===== config.mk =====
export PLATFORM = sky130hd
export DESIGN_NAME = switch_rr_arbiter
export DESIGN_NICKNAME = d
export VERILOG_FILES = /design/src/rtl/switch_rr_arbiter_pkg.sv /design/src/rtl/switch_rr_prio_enc.sv /design/src/rtl/switch_rr_arbiter.sv
export SDC_FILE = /design/constraint.sdc
export NUM_CORES = 1
export LEC_CHECK = 0
export CORE_ASPECT_RATIO = 0.9
export CORE_MARGIN = 8
export CORE_UTILIZATION = 41
export CTS_CLUSTER_SIZE = 16
export DETAILED_ROUTE_END_ITERATION = 6
export PLACE_DENSITY_LB_ADDON = 0.15
export SETUP_SLACK_MARGIN = 0.4
export SKIP_LAST_GASP = 1
export SYNTH_ARGS = -nofsm -noshare
export SYNTH_HDL_FRONTEND = slang
export SYNTH_HIERARCHICAL = 1
export SYNTH_SLANG_ARGS = --single-unit

===== constraint.sdc =====
create_clock -name clk -period 2.3 [get_ports clk]
set_input_delay 0.23 -clock clk [delete_from_list [all_inputs] [get_ports clk]]
set_output_delay 0.23 -clock clk [all_outputs]
set_load 0.01 [all_outputs]

===== src/rtl/switch_rr_arbiter_pkg.sv =====
//------------------------------------------------------------------------------
// Module   : switch_rr_arbiter_pkg
// Purpose  : Shared types and helpers for the round-robin switch arbiter.
//            arb_state_t  - arbiter FSM state encoding
//            rr_next_idx  - round-robin index advance with wrap N-1 -> 0
// Revision : 1.0 - initial release
//------------------------------------------------------------------------------
`default_nettype none

package switch_rr_arbiter_pkg;

  typedef enum logic [0:0] {
    ARB_IDLE  = 1'b0,
    ARB_GRANT = 1'b1
  } arb_state_t;

  // Next requester index after cur, wrapping to 0 after n-1.
  function automatic int rr_next_idx(input int cur, input int n);
    return (cur >= n - 1) ? 0 : cur + 1;
  endfunction

endpackage

`default_nettype wire


===== src/rtl/switch_rr_prio_enc.sv =====
//------------------------------------------------------------------------------
// Module   : switch_rr_prio_enc
// Purpose  : Combinational rotating priority encoder. Returns the first set
//            bit of vld scanning upward from ptr, wrapping N_INPUTS-1 -> 0.
// Ports    : vld  in  N_INPUTS   request vector
//            ptr  in  SEL_WIDTH  scan start index (0..N_INPUTS-1)
//            idx  out SEL_WIDTH  winning index (0 when none set)
//            any  out 1          at least one request set
// Revision : 1.0 - initial release
//------------------------------------------------------------------------------
`default_nettype none

module switch_rr_prio_enc
  import switch_rr_arbiter_pkg::*;
#(
  parameter int N_INPUTS  = 3,
  parameter int SEL_WIDTH = $clog2(N_INPUTS)
) (
  input  logic [N_INPUTS-1:0]  vld,
  input  logic [SEL_WIDTH-1:0] ptr,
  output logic [SEL_WIDTH-1:0] idx,
  output logic                 any
);

  // Offsets are visited from farthest to nearest so the nearest set bit
  // (highest priority) is the last one written.
  always_comb begin
    int w_k;
    idx = '0;
    any = 1'b0;
    w_k = 0;
    for (int i = N_INPUTS - 1; i >= 0; i--) begin
      w_k = int'(ptr) + i;
      if (w_k >= N_INPUTS) w_k = w_k - N_INPUTS;
      if (vld[w_k]) begin
        idx = SEL_WIDTH'(w_k);
        any = 1'b1;
      end
    end
  end

endmodule

`default_nettype wire


===== src/rtl/switch_rr_arbiter.sv =====
//------------------------------------------------------------------------------
// Module   : switch_rr_arbiter
// Purpose  : Round-robin arbiter/sequencer for an N:1 select multiplexer.
//            Shares one registered output stream among N valid/ready
//            requesters and drives the mux select.
// Config   : SWITCH_RR_ARB_PKT_LOCK_EN - when defined, a grant is held until
//            the beat carrying din_last is accepted (packets never
//            interleave). Otherwise the grant is released after every beat.
// Ports    : clk, rst_n (async active-low)
//            din_data/din_last/din_vld  in   requester payload/eop/valid
//            din_rd                     out  per-requester ready (one-hot0)
//            dout_data/dout_last/dout_vld out registered output beat
//            dout_rd                    in   sink ready
//            sel                        out  current grant index
//            busy                       out  high while in GRANT state
// Revision : 1.0 - initial release
//------------------------------------------------------------------------------
`default_nettype none

module switch_rr_arbiter
  import switch_rr_arbiter_pkg::*;
#(
  parameter  int N_INPUTS   = 3,
  parameter  int DATA_WIDTH = 8,
  localparam int SEL_WIDTH  = $clog2(N_INPUTS)
) (
  input  logic                           clk,
  input  logic                           rst_n,
  input  logic [N_INPUTS*DATA_WIDTH-1:0] din_data,
  input  logic [N_INPUTS-1:0]            din_last,
  input  logic [N_INPUTS-1:0]            din_vld,
  output logic [N_INPUTS-1:0]            din_rd,
  output logic [DATA_WIDTH-1:0]          dout_data,
  output logic                           dout_last,
  output logic                           dout_vld,
  input  logic                           dout_rd,
  output logic [SEL_WIDTH-1:0]           sel,
  output logic                           busy
);

  arb_state_t            r_state, w_state_nxt;
  logic [SEL_WIDTH-1:0]  r_sel, w_sel_nxt;
  logic [SEL_WIDTH-1:0]  r_ptr, w_ptr_nxt;
  logic [SEL_WIDTH-1:0]  w_win_idx;
  logic                  w_win_any;
  logic                  w_out_acc;
  logic                  w_in_hs;
  logic                  w_release;
  logic [DATA_WIDTH-1:0] r_dout_data;
  logic                  r_dout_last;
  logic                  r_dout_vld;

  switch_rr_prio_enc #(
    .N_INPUTS  (N_INPUTS),
    .SEL_WIDTH (SEL_WIDTH)
  ) u_prio_enc (
    .vld (din_vld),
    .ptr (r_ptr),
    .idx (w_win_idx),
    .any (w_win_any)
  );

  assign busy      = (r_state == ARB_GRANT);
  // Output register can take a new beat when empty or being drained.
  assign w_out_acc = !r_dout_vld || dout_rd;
  assign w_in_hs   = busy && w_out_acc && din_vld[r_sel];

`ifdef SWITCH_RR_ARB_PKT_LOCK_EN
  assign w_release = w_in_hs && din_last[r_sel];
`else
  assign w_release = w_in_hs;
`endif

  always_comb begin
    din_rd = '0;
    if (busy && w_out_acc) din_rd[r_sel] = 1'b1;
  end

  always_comb begin
    w_state_nxt = r_state;
    w_sel_nxt   = r_sel;
    w_ptr_nxt   = r_ptr;
    case (r_state)
      ARB_IDLE: begin
        if (w_win_any) begin
          w_state_nxt = ARB_GRANT;
          w_sel_nxt   = w_win_idx;
        end
      end
      ARB_GRANT: begin
        // A request arriving with the release is picked up by the next
        // IDLE cycle, from the advanced pointer, so fairness is preserved.
        if (w_release) begin
          w_state_nxt = ARB_IDLE;
          w_ptr_nxt   = SEL_WIDTH'(rr_next_idx(int'(r_sel), N_INPUTS));
        end
      end
      default: w_state_nxt = ARB_IDLE;
    endcase
  end

  always_ff @(posedge clk or negedge rst_n) begin
    if (!rst_n) begin
      r_state <= ARB_IDLE;
      r_sel   <= '0;
      r_ptr   <= '0;
    end else begin
      r_state <= w_state_nxt;
      r_sel   <= w_sel_nxt;
      r_ptr   <= w_ptr_nxt;
    end
  end

  always_ff @(posedge clk or negedge rst_n) begin
    if (!rst_n) begin
      r_dout_data <= '0;
      r_dout_last <= 1'b0;
      r_dout_vld  <= 1'b0;
    end else if (w_out_acc) begin
      r_dout_vld <= w_in_hs;
      if (w_in_hs) begin
        r_dout_data <= din_data[r_sel*DATA_WIDTH +: DATA_WIDTH];
        r_dout_last <= din_last[r_sel];
      end
    end
  end

  assign dout_data = r_dout_data;
  assign dout_last = r_dout_last;
  assign dout_vld  = r_dout_vld;
  assign sel       = r_sel;

endmodule

`default_nettype wire


* Yosys cells after proc, flatten, opt, wreduce, memory -nomap -nowiden
Index checks and enable logic that the tools add are counted.
** Word-level totals
- Output and inout port bits :: 16
- Register bits :: 15
- Logic and storage cells :: 60
** Cells by class
- $lt $le $gt $ge :: 9
- Shift operators :: 1
- Multiplexer cells :: 29
- Reductions and logical operators :: 8
- Bitwise operators :: 1
- $add $sub $neg :: 6
** Operators by type and width (number)
- < comparator 32 x 4 -> 1 bit (second input constant) :: 3
- two-way mux 32 bit :: 3
- >= comparator 32 x 3 -> 1 bit (second input constant) :: 2
- subtractor 32 x 3 -> 32 bit (second input constant) :: 2
- indexed part select 24 x 6 -> 8 bit :: 1
- two-way mux 1 bit :: 14
- binary-select mux 1 bit (select 2 bit) :: 5
- two-way mux 2 bit :: 4
- AND reduction 2 bit :: 3
- >= comparator 2 bit (second input constant) :: 2
- adder 2 x 1 -> 3 bit (second input constant) :: 1
- adder 2 x 2 -> 3 bit (second input constant) :: 1
- logical AND 1 bit :: 3
- < comparator 2 x 3 -> 1 bit (second input constant) :: 1
- two-way mux 3 bit :: 1
- subtractor 2 x 2 -> 3 bit (second input constant) :: 1
- adder 2 x 1 -> 2 bit (second input constant) :: 1
- demux 1 bit (select 2 bit) :: 1
- >= comparator 2 x 1 -> 1 bit (second input constant) :: 1
- case mux 1 bit (2 select lines) :: 1
- zero test 1 bit :: 1
- logical OR 1 bit :: 1
- inverter 1 bit :: 1

* Logic depth before layout (Yosys ltp)
Gate-level depths: netlist of run 1.
- Depth after elaboration :: 11
- Depth in mapped cells :: 8

* By module
Netlist of run 1, hierarchy kept.
** By module, submodules not included
- switch_rr_arbiter :: sequential area each 375.4 um^2, cells an instance 75, area each 870.8 um^2, times used 1
- switch_rr_prio_enc :: sequential area each 0.0 um^2, cells an instance 29, area each 222.7 um^2, times used 1

* Least setup slack after synthesis of run 1
No wires, ideal clock.
- Kind :: register to register
- From :: reg r_ptr[0]
- To :: reg r_sel[0] (netlist: sel[0])
- Path slack :: 0.273 ns
- Data required time :: 2.175 ns
- Period minus slack after synthesis :: 2.027 ns
- Stages on the path, launching flop included :: 9
- Arrival time :: 1.902 ns
- Cell sequence :: dfrtp_1 > inv_1 > ha_1 > buf_6 > nor2b_1 > o31a_1 > a2111o_1 > nor2b_1 > mux2_2
** On the way
- Word-level cells in the longest chain between the ends :: 10
- Elaborated cells between the ends (all ways) :: 27
** RTL lines
- start, declared :: RTL line switch_rr_arbiter.sv:43 : logic [SEL_WIDTH-1:0] r_ptr, w_ptr_nxt;
- start signal, assigned :: RTL line switch_rr_arbiter.sv:110 : r_ptr <= w_ptr_nxt;
- adder 2 x 2 -> 3 bit :: RTL line switch_rr_prio_enc.sv:33 : w_k = int'(ptr) + i;
- subtractor 32 x 3 -> 32 bit / >= comparator 32 x 3 -> 1 bit (equally long branches) :: RTL line switch_rr_prio_enc.sv:34 : if (w_k >= N_INPUTS) w_k = w_k - N_INPUTS;
- two-way mux 32 bit :: RTL line switch_rr_prio_enc.sv:34
- binary-select mux 1 bit (select 2 bit) :: RTL line switch_rr_prio_enc.sv:35 : if (vld[w_k]) begin
- two-way mux 1 bit (not written as such) (2 in series) :: RTL line switch_rr_prio_enc.sv:35
- two-way mux 1 bit (2 in series) :: RTL line switch_rr_prio_enc.sv:35
- two-way mux 1 bit (*) :: RTL line switch_rr_prio_enc.sv:35
- via w_win_any :: RTL line switch_rr_arbiter.sv:45 : logic w_win_any;
- AND reduction 2 bit (no line) (*)
- end signal, assigned :: RTL line switch_rr_arbiter.sv:109 : r_sel <= w_sel_nxt;
- end, declared :: RTL line switch_rr_arbiter.sv:42 : logic [SEL_WIDTH-1:0] r_sel, w_sel_nxt;
The timed path passes the listed nets; every way through them passes the cells marked *. The select of a mux whose other input is x is not followed.
A chain may end at the register's enable or synchronous reset.

* Final worst setup path of run 1
- From :: reg r_ptr[1]
- To :: reg r_sel[0] (netlist: sel[0])
Same word-level chain as after synthesis.

==> flow_summary.ini, run 1 <==
[status]
outcome = finished clean

[setup_path]
timing.rr.end = sel[0]
crit_path_end = sel[0]
end_kind = flip-flop
regToRegSetupSlack_ps = 300
reg2regPathDepth = 7
r2r_start = r_ptr[1]
required_ps = 2500
worstPathArrival_ps = 2190
start_kind = flip-flop
worstSetupStartpoint = r_ptr[1]
cp_max_fo = 7
critical_path_class = reg -> reg

[yosys]
synthTopCellsByArea = dfrtp_1 (34%), mux2_4 (11%), mux2i_1 (10%)
synth_cell_type_count = 35
synth_top_area_cell = dfrtp_1
yosysWarnings = 6
synthCells = 104
synth_seq_cells = 15
synth_top_cells_by_count = dfrtp_1 (15), mux2i_1 (11), nand2_1 (10)
synth_nets = 140
synth_top_area_frac = 0.3432
ys.flop_type = dfrtp_1
netlist_area_um2 = 1094
async_flop_share = 1.000
yosysSeqAreaShare = 0.3432
postSynthAreaPerCell_um2 = 10.51
synth_edf_count = 0
yosys.cell_count.top_type = dfrtp_1

[sta]
rsz0062_at_grt = true
setup_viol = 0
relSlewSlack = 0.5269
hold_viol = 0
fmax_ghz = 0.5008
fin_setup_tns_ps = 0
drv_slew = 0
post-route-period-util = 0.8682
skew_ps = 11.34
period_needed_ps = 1997
worst_slew_pin_slew_ps = 707.5
fin_ws_ps = 303.1

[place]
io_buffers = 48
dp_cells = 179
gp_congestion = 0.7938
pre_cts_slack_ps = 150.2
dp_hpwl_um = 2430

[finish]
nNetsFinal = 197
stdcell_count = 188
num_antenna_cells = 0
drive_gt1_frac = 0.2563
area_growth_pct = 55.95
final_util = 0.6853

[clock_network]
clkTransAtPathRegs_ps = 110
htreeDepth = 1
tritoncts = built
cts-root-buf = clkbuf_4
cts_hold_buf = 0
clock_latency_ps = 300
clock-sinks = 15
numCtsBuffers = 3
cts_max_path_buffers = 2

[routing]
wirelength_um = 3139
ant_nets = 0
drtPass1Iterations = 4
wl_per_cell_um = 16.70
drtIter0Drc = 54
drc_errors = 0
vias = 988
via_per_inst = 5.255

[global_routing]
met1_usage = 0.1434
antenna_found_initial = 0
grt_use_met3 = 0.07002
grt_pass1_vias = 1086
track_usage = 0.1401
grt_pass1_wl_um = 5202
grt_util_met2 = 0.2520
grt_busiest_layer = met2
gr-total-overflow = 0
grt_start_max_net_pins = 16

[floorplan]
rows = 17
die_h_um = 65.00
start_util = 0.4394
io_pins = 49
dieArea_um2 = 4578
fp.coreArea_um2 = 2489
die_width_um = 70.44

[run]
maxCapViolCount = 0

[power_and_ir_drop]
ir_worst_vdd_mv = 0.8343
power-per-cell-area_nw_per_um2 = 1179
power_leakage_uw = 0.0007331
total_power_uw = 2011

[hold_path]
hp-class = in -> async
[routing by layer]
metal  vias to the layer above  routed length (um)
met1                       478                1214
met4                         0                  17
li1                        479                   -
met2                        29                1630
met3                         2                 276
met5                         -                   0
[flip-flops by register name, indices dropped and copies added, names as in the netlist]
signal     count
dout_last      1
r_ptr          2
sel            2
busy           1
dout_data      8
dout_vld       1
[cell families (layout without fill, tap and decap cells)]
family                   count (synthesis)  count (layout)  share of synthesized area
AO/OA/AOI/OAI                           22              22                     0.1556
adder cells (fa/ha/maj)                  3               3                    0.03433
buffers and inverters                   11              67                    0.06063
flip-flops                              15              15                     0.3432
multiplexers                            24              24                     0.2620
AND/OR/NAND/NOR                         29              29                     0.1442
[metrics by stage]
stage,area [um2],hold slack [ps]
final,1705,343.4
after detailed placement,1607,481.1
after global routing,1705,401.2
after global placement,1607,468.1
after floorplan,1101,-65.59
after CTS,1703,365.6
[worst min path at each step]
stage | start | end | depth (start not counted)
2_1_floorplan | rst_n | busy | 0
3_3_place_gp | dout_data[1] | dout_data[1] | 1
3_5_place_dp | dout_data[1] | dout_data[1] | 1
4_1_cts | rst_n | dout_data[0] | 1
5_1_grt | rst_n | dout_data[0] | 1
6_report | rst_n | dout_data[0] | 1
[power by group]
part	total, uW	switching [uW]	internal, uW
Sequential	482	86.8	395
Combinational	1370	571	796
Clock	161	96.7	64.8
Total	2010	755	1260
[cell usage in the layout (no fill, tap or decap), drive strengths merged, types with 3 or more instances in the layout]
cell type	netlist	final
nand2	10	10
inv	5	5
dfrtp	15	15
clkbuf	1	3
clkdlybuf4s50	0	45
o21ai	10	10
ha	3	3
nand2b	3	3
nor2	4	4
nor2b	7	7
mux2	13	13
buf	5	10
mux2i	11	11
[cell type report]
cell class,instances,area (um2)
fill,203,783.3
clock buffer,3,22.52
clock inverter,1,5.005
tap,28,35.03
inverter,5,18.77
timing repair buffer,58,555.5
sequential,15,380.4
multi-input combinational,78,688.2
[critical path, stage by stage, from the launching register on]
cell and delay [ps]:
dfrtp_2 420, inv_1 60, ha_2 230, nor2b_1 180
o31a_1 300, a2111o_1 310, nor2b_4 140, mux2_2 260
[what timing repair did]
| item | CTS | global route |
|---|---|---|
| gates resized for setup | 14 | 1 |
| setup endpoints to repair | 6 | 4 |
| setup buffers | 5 | 0 |
No activity file was read; power rests on OpenSTA's default activity.
==> inputs of run 2 (changes only) <==
--- a/config.mk
+++ b/config.mk
@@ -13,4 +13,5 @@
 export PLACE_DENSITY_LB_ADDON = 0.15
 export SETUP_SLACK_MARGIN = 0.4
+export SKIP_CTS_REPAIR_TIMING = 1
 export SKIP_LAST_GASP = 1
 export SYNTH_ARGS = -nofsm -noshare
==> constraint.sdc (replaced) <==
create_clock -name clk -period 2.3 [get_ports clk]
set_input_delay 0.23 -clock clk [delete_from_list [all_inputs] [get_ports clk]]
set_output_delay 0.23 -clock clk [all_outputs]
set_load 0.05 [all_outputs]
==> flow_summary.ini, run 2 (same netlist as run 1, synthesis figures left out) <==
[status]
outcome = finished clean

[setup_path]
crit_path_end = sel[0]
required_ps = 2490
reg2regPathDepth = 7
path_cells = buf_4 > ha_4 > nor2b_1 > o31a_1 > a2111o_1 > nor2b_1 > mux2_2
worstPathArrival_ps = 2260
r2r_start = r_ptr[1]
cp_slowest_cell = dfrtp_1
critical_path_class = reg -> reg
start_kind = flip-flop
path_buf_inv = 1
cp_num_cells = 7
timing.rr.end = sel[0]
worstSetupStartpoint = r_ptr[1]
cp_top_family = compound AO/OA/AOI/OAI gates
crit_top_cell = nor2b_1
slowest_delay_ps = 400
cp_max_fo = 9
regToRegSetupSlack_ps = 240
end_kind = flip-flop

[sta]
fmax_ghz = 0.4845
rsz0062_at_grt = true
setup_viol = 0
worst_slew_pin_slew_ps = 704.3
fin_setup_tns_ps = 0
drv_slew = 0
relSlewSlack = 0.5290
hold_viol = 0
period_needed_ps = 2064
post-route-period-util = 0.8973
skew_ps = 14.64

[global_routing]
grt_pass1_vias = 991
antenna_found_initial = 0
track_usage = 0.1324
grt_start_max_net_pins = 16
grt_pass1_wl_um = 4933
gr-total-overflow = 0

[routing]
drtIter0Drc = 31
via_per_inst = 5.254
vias = 972
ant_nets = 0
drc_errors = 0
wirelength_um = 2995
wl_per_cell_um = 16.19
drtPass1Iterations = 4

[place]
dp_cells = 180
gp_congestion = 0.8678
io_buffers = 48
dp_hpwl_um = 2330

[finish]
multi_input_area_um2 = 679.4
largest_register_ffs = 8
fillCellCount = 194
layout_common_cells = clkdlybuf4s50_1 (43), dfrtp_1 (15), mux2i_1 (11)
nNetsFinal = 194
final_util = 0.6727
drive_gt1_frac = 0.2357
stdcell_count = 185
mostFrequentLayoutCell = clkdlybuf4s50_1
num_antenna_cells = 0
area_growth_pct = 53.09
regArea_um2 = 375.4

[power_and_ir_drop]
p_clk_frac = 0.068
power-per-cell-area_nw_per_um2 = 1400
switching_share = 0.4838
ir_worst_vdd_mv = 0.9819
p_switching_uw = 1134
power_frac_seq = 0.211
power_leakage_uw = 0.0007220
power_frac_comb = 0.722
power.internal_uw = 1210

[clock_network]
numCtsBuffers = 3
htreeDepth = 1
cts-root-buf = clkbuf_4
clkTransAtPathRegs_ps = 110
clock-sinks = 15
tritoncts = built
cts_max_path_buffers = 2
clock_latency_ps = 300

[hold_path]
hp-class = in -> async

[run]
maxCapViolCount = 0

[floorplan]
rows = 17
io_pins = 49
dieArea_um2 = 4578
die_width_um = 70.44
start_util = 0.4394
fp.coreArea_um2 = 2489
die_h_um = 65.00
==> run 2: cell types whose count changed in the layout (fill, tap and decap cells not counted), moves of 2 or more <==
cell,change
dlygate4sd2_1,-2
ha_1,+2
nor2b_2,+2
clkdlybuf4s50_1,-2
ha_2,-2
nor2b_4,-2
dfrtp_1,+4
dfrtp_2,-4
==> run 2: worst min-delay path by stage <==
| stage | start | endpoint | cells past startpoint |
|---|---|---|---|
| floorplan | rst_n | busy | 0 |
| CTS | rst_n | dout_data[4] | 1 |
| detailed placement | dout_data[2] | dout_data[2] | 1 |
| global route | rst_n | dout_data[4] | 1 |
| finish | rst_n | dout_data[4] | 1 |
| global placement | dout_data[1] | dout_data[1] | 1 |
==> run 2: stage by stage <==
| step | cell area [um2] | hold slack (ps) | power, uW | setup WS [ps] |
|---|---|---|---|---|
| 2_1_floorplan | 1106 | -65.59 | 1674 | 252.1 |
| 3_3_place_gp | 1622 | 468.4 | 2122 | 222.6 |
| 3_5_place_dp | 1622 | 478.9 | 2156 | 141.6 |
| 5_1_grt | 1674 | 399.5 | 2483 | 175.6 |
| 4_1_cts | 1649 | 364.3 | 2325 | 122.9 |
| 6_report | 1674 | 345.1 | 2344 | 236.1 |
==> run 2: power groups by stage <==
stage | Clock, uW | Sequential [uW] | Combinational, uW
after floorplan | 0 | 853 | 821
after global placement | 0 | 496 | 1630
after detailed placement | 0 | 503 | 1650
after CTS | 167 | 499 | 1660
after global routing | 177 | 511 | 1790
final | 158 | 494 | 1690
==> run 2: metal layers <==
| metal | track usage | part of all wire | vias up |
|---|---|---|---|
| met5 | 0 | 0 | - |
| met4 | 0.03759 | 0.0093 | 0 |
| met3 | 0.05632 | 0.076 | 5 |
| met2 | 0.2192 | 0.50 | 32 |
| met1 | 0.1529 | 0.41 | 459 |
| li1 | - | - | 476 |
==> run 2: layout make-up <==
class,count,share of cell area
Tap cell,28,0.02093
Clock inverter,1,0.002990
Timing Repair Buffer,55,0.3214
Multi-Input combinational cell,78,0.4058
Sequential cell,15,0.2242
Inverter,5,0.01121
Clock buffer,3,0.01345
==> inputs of run 3 (changes only) <==
- SLEW_MARGIN: not set -> 25
==> results of run 3 <==
Final layout, timing and power as in run 2 (identical DEF).
